<file path="src/rtl/soc_estimator.sv">
// Coulomb-counting state-of-charge estimator: integrates signed current samples
// into a residual accumulator and steps an 8-bit SoC percentage by at most 1% per cycle.
module soc_estimator #(
    parameter logic [31:0] COUNTS_PER_PCT = 32'd36000,
    parameter int          ACC_W          = 32
) (
    input  logic               clk,
    input  logic               rst,
    input  logic signed [15:0] current_ma,
    input  logic               sample_valid,
    input  logic               soc_load,
    input  logic [7:0]         soc_load_value,
    output logic [7:0]         soc_percent,
    output logic               soc_valid,
    output logic               soc_update,
    output logic               soc_sat
);

    typedef enum logic [0:0] {
        ST_INIT = 1'b0,
        ST_RUN  = 1'b1
    } state_t;

    localparam logic signed [ACC_W-1:0] CPP_POS  = ACC_W'(COUNTS_PER_PCT);
    localparam logic signed [ACC_W-1:0] CPP_NEG  = -CPP_POS;
    localparam logic signed [ACC_W-1:0] ACC_ZERO = {ACC_W{1'b0}};
    localparam logic [7:0]              SOC_MAX  = 8'd100;

    state_t                  state_q, state_d;
    logic [7:0]              soc_q, soc_d;
    logic                    valid_q, valid_d;
    logic                    update_q, update_d;
    logic                    sat_q, sat_d;
    logic signed [ACC_W-1:0] residual_q, residual_d;

    logic signed [ACC_W-1:0] sample_ext_s;
    logic signed [ACC_W-1:0] addend_s;
    logic signed [ACC_W-1:0] r_sum_s;

    assign sample_ext_s = {{(ACC_W-16){current_ma[15]}}, current_ma};

    // Residual plus the incoming sample, if any.
    always_comb begin
        addend_s = ACC_ZERO;
        if (sample_valid) begin
            addend_s = sample_ext_s;
        end else begin
            addend_s = ACC_ZERO;
        end
        r_sum_s = residual_q + addend_s;
    end

    // Next-state logic: load has priority over integration and any pending step.
    always_comb begin
        state_d    = state_q;
        soc_d      = soc_q;
        valid_d    = valid_q;
        residual_d = residual_q;
        update_d   = 1'b0;
        sat_d      = 1'b0;

        if (soc_load) begin
            state_d    = ST_RUN;
            valid_d    = 1'b1;
            residual_d = ACC_ZERO;
            if (soc_load_value > SOC_MAX) begin
                soc_d = SOC_MAX;
            end else begin
                soc_d = soc_load_value;
            end
        end else begin
            case (state_q)
                ST_INIT: begin
                    residual_d = ACC_ZERO;
                end
                ST_RUN: begin
                    if (r_sum_s >= CPP_POS) begin
                        if (soc_q < SOC_MAX) begin
                            soc_d      = soc_q + 8'd1;
                            residual_d = r_sum_s - CPP_POS;
                            update_d   = 1'b1;
                        end else begin
                            // Full pack: surplus charge is discarded, not banked.
                            residual_d = ACC_ZERO;
                            sat_d      = 1'b1;
                        end
                    end else if (r_sum_s <= CPP_NEG) begin
                        if (soc_q > 8'd0) begin
                            soc_d      = soc_q - 8'd1;
                            residual_d = r_sum_s + CPP_POS;
                            update_d   = 1'b1;
                        end else begin
                            residual_d = ACC_ZERO;
                            sat_d      = 1'b1;
                        end
                    end else begin
                        residual_d = r_sum_s;
                    end
                end
                default: begin
                    state_d    = ST_INIT;
                    residual_d = ACC_ZERO;
                end
            endcase
        end
    end

    // State and output registers with synchronous reset.
    always_ff @(posedge clk) begin
        if (rst) begin
            state_q    <= ST_INIT;
            soc_q      <= 8'd0;
            valid_q    <= 1'b0;
            update_q   <= 1'b0;
            sat_q      <= 1'b0;
            residual_q <= ACC_ZERO;
        end else begin
            state_q    <= state_d;
            soc_q      <= soc_d;
            valid_q    <= valid_d;
            update_q   <= update_d;
            sat_q      <= sat_d;
            residual_q <= residual_d;
        end
    end

    assign soc_percent = soc_q;
    assign soc_valid   = valid_q;
    assign soc_update  = update_q;
    assign soc_sat     = sat_q;

endmodule

</file>
<file path="config.mk">
export PLATFORM = sky130hd
export DESIGN_NAME = soc_estimator
export DESIGN_NICKNAME = d
export VERILOG_FILES = /design/src/rtl/soc_estimator.sv
export SDC_FILE = /design/constraint.sdc
export NUM_CORES = 1
export LEC_CHECK = 0
export BUFFER_PORTS_ARGS = -buffer_cell sky130_fd_sc_hd__buf_4
export CAP_MARGIN = 20
export CORE_MARGIN = 2
export CORE_UTILIZATION = 40
export DETAILED_ROUTE_END_ITERATION = 10
export GPL_TIMING_DRIVEN = 1
export PLACE_DENSITY = 0.56
export SLEW_MARGIN = 25
export SYNTH_ARGS = -nofsm -noshare
export SYNTH_HDL_FRONTEND = slang
export SYNTH_SLANG_ARGS = --single-unit
</file>
<file path="constraint.sdc">
create_clock -name clk -period 20.2 [get_ports clk]
set_clock_uncertainty 0.2 [all_clocks]
set_input_delay 3.03 -clock clk [delete_from_list [all_inputs] [get_ports clk]]
set_output_delay 3.03 -clock clk [all_outputs]
set_load 0.05 [all_outputs]
</file>
==> results.ini <==
[yosys]
synthMostInstantiatedCell = a21oi_1
synth_compound_area_share_pct = 32.9
postSynthCellCount = 736
synth_area_um2 = 5490
combinational_family_with_the_most_area_after_synthesis = compound AO/OA/AOI/OAI gates
synthesized_netlist_net_count = 806
synth-xor-area-share_pct = 5.70
yosys.area.top_type = dfxtp_1
dominantRegCellSynth = dfxtp_1
synth_warn = 0
yosys.area.top_type_share_pct = 15.7
synth.area.top_cells = dfxtp_1 (16%), ha_1 (9.1%), a21oi_1 (6.6%), nand2_1 (4.3%), nor2_1 (3.5%)
synthesis.area_per_instance_um2 = 7.45
ys_types = 87
asyncSetResetFlopFracSynth_pct = 0
yosys_reg_bits = 43
synth_commonest_cells = a21oi_1 (72), nand2_1 (63), nor2_1 (51), dfxtp_1 (43), ha_1 (40)
synth_fa_ha_area_share_pct = 9.85
synthSimpleGateAreaFrac_pct = 29.3
post_synth_mux_area_share_pct = 1.85
yosysSeqAreaShare_pct = 15.7
number_of_flops_mapped_to_enable_cells_by_yosys = 0

[detailed_routing]
drt-wirelength-per-cell_um = 19.0
drc_errors = 0
drt_wl_total_mm = 17.4
drt_pre_antenna_iters = 6
detailroute.via_count = 5837
drt_iter0_drc = 653
via_per_inst = 6.37
antenna_violating_nets_post_route = 0

[floorplanning]
dieArea_um2 = 14700
initial_standard_cell_utilization_of_the_core_pct = 41.3
placementRows = 42
fp.coreArea_um2 = 13300
pin_count = 39
die_x_um = 121
dieHeight_um = 121

[clock_tree]
cts-root-to-sink-buffers = 2
tritoncts_num_sinks = 43
cts_resized = 0
tritoncts_clock_tree = yes
worst_setup_hold_path_clk_slew_ps = 80
htree_levels = 2
tritoncts.num_buffers = 5
post_cts.repair.setup_buffers = 0
postCtsHoldBufs = 0
clkLatencyLatePin_ps = 310
clockRootBuffer = clkbuf_16

[timing]
report.final.setup_viol = 0
unrepaired_setup_endpoints_after_global_routing = no
fin_tns_setup_ps = 0
finalCritPeriodShare_pct = 45.5
final.min_clock_period_ps = 9190
max_slew_margin_pct = 30.6
hold_violations = 0
setup_ws_ps = 11010
fin_max_slew_vios = 0
tightestPinTransition_ps = 1040
maxClockFrequency_mhz = 109

[power_and_ir_drop]
power_switching_share_pct = 48.8
power.static_leakage_nw = 2.25
power_frac_seq_pct = 20.1
net-switching-power_mw = 0.262
ir_worst_vdd_uv = 38.5
post-layout-total-power_mw = 0.536
power.combinational.fraction_pct = 61.0
internal-power_mw = 0.274
power_frac_clock_pct = 19.0
power.density_nw_per_um2 = 89.6

[final_layout]
fin_area_um2 = 5980
area_overhead_vs_synth_pct = 9.03
layout-drive-gt1-share_pct = 11.9
num_antenna_cells = 0
nets = 810

[place]
place_hpwl_mm = 13.3
detailedPlace.worstSlack_ps = 10810
port_buffers = 38
gpl_congestion = 0.944
detailed_place.area_um2 = 5810

[setup_path]
end_kind = flip-flop
worstPathRequired_ps = 20200
criticalPathCategory = in2reg
worst_ep_arrival_time_ps = 9190
cp_max_fo = 21
crit_path_start_kind = primary input

[global_routing]
grt_overflow_total = 0
global_route.usage.total_pct = 24.0
global_route_wire_length_before_repair_mm = 28.1
grt_start_max_net_pins = 32
grt_antenna_before_repair = 0
vias_in_the_first_global_route = 5358

[min_path]
hold_path_class = reg2reg

[status]
outcome = finished clean

[run]
cap_viol_max_count = 0

==> cells by family (layout without fill, tap and decap cells) <==
logic type      Yosys count  count (layout)
flops                    43              43
xor+xnor                 34              34
fa+ha+maj                42              42
buf+inv                  58              63
simple gates            293             293
mux                      10              10
compound gates          256             256
==> worst max-delay path, cell delays in order <==
cell and delay [ps]:
buf_4 150, and2_1 680, ha_1 450, nand4_1 220, nor3_2 310, or4b_4 520
nand3_1 200, xnor2_1 250, o2111ai_1 330, nor4_4 500, a41oi_4 270, inv_2 410
ha_1 310, a21o_1 170, a21oi_1 220, nor2b_1 70, o21a_1 180, o21ai_0 160
nand2b_1 70, a21oi_1 180, xnor2_1 160, a31oi_1 110, a41o_1 220
==> per-stage QoR <==
step / utilization [%] / hold WS, ps / cells
after global routing: 45.0 / 409 / 917
final: 45.0 / 361 / 917
after floorplan: - / 371 / 736
after detailed placement: 43.7 / 355 / 909
after global placement: 43.7 / 350 / 909
after CTS: 45.0 / 367 / 917
==> flip-flops by register name (all words and copies together), names as in the netlist <==
signal,count
soc_sat,1
residual_q,32
soc_percent,8
soc_valid,1
soc_update,1
==> worst paths after layout <==
check	start	cells past startpoint	to	slack, ps
worst min-delay path	soc_percent[2]	2	soc_percent[2]	360
worst max register to register	residual_q[0]	22	soc_percent[7]	13750
worst max-delay path	sample_valid	23	soc_percent[7]	11010
worst min register to register	soc_percent[2]	2	soc_percent[2]	360
==> cell usage in the layout (no fill, tap or decap), types with 8 or more instances in the layout <==
master	synthesis	routed
nor2_1	51	51
o21ai_0	35	35
dfxtp_1	43	43
nand3_1	27	27
and3_1	10	10
a211oi_1	9	9
nand2_1	63	63
a31oi_1	10	9
mux2i_1	9	9
o21a_1	9	9
xor2_1	16	16
nand4_1	23	23
nand2b_1	8	8
inv_1	14	14
nor3_1	31	31
a21o_1	9	9
a32oi_1	9	9
and4_1	8	8
xnor2_1	16	16
a22oi_1	8	8
and2_1	28	28
or3_1	9	9
a21oi_1	72	72
ha_1	40	40
buf_4	2	40
==> layer usage <==
layer,vias to the layer above,GRT usage [%],share of wire [%]
met5,-,0,0
met4,0,6.90,2.2
met3,22,3.48,6.6
met2,245,36.8,44
met1,2744,34.8,47
li1,2826,-,-
==> power groups by stage <==
stage | logic (mW) | registers (mW) | clock network (mW)
2_1_floorplan | 0.242 | 0.115 | 0
3_3_place_gp | 0.316 | 0.109 | 0
3_5_place_dp | 0.319 | 0.109 | 0
4_1_cts | 0.321 | 0.108 | 0.103
5_1_grt | 0.356 | 0.109 | 0.107
6_report | 0.327 | 0.107 | 0.102
==> cell type report <==
cell class,instances,area [µm²]
clock inverters,3,46.3
repair buffers,40,300
flip-flops and latches,43,861
fillers,1367,7310
inverters,15,56.3
clock buffers,5,125
multi-input cells,635,4370
well taps,176,220
(Power assumes the default switching activity.)
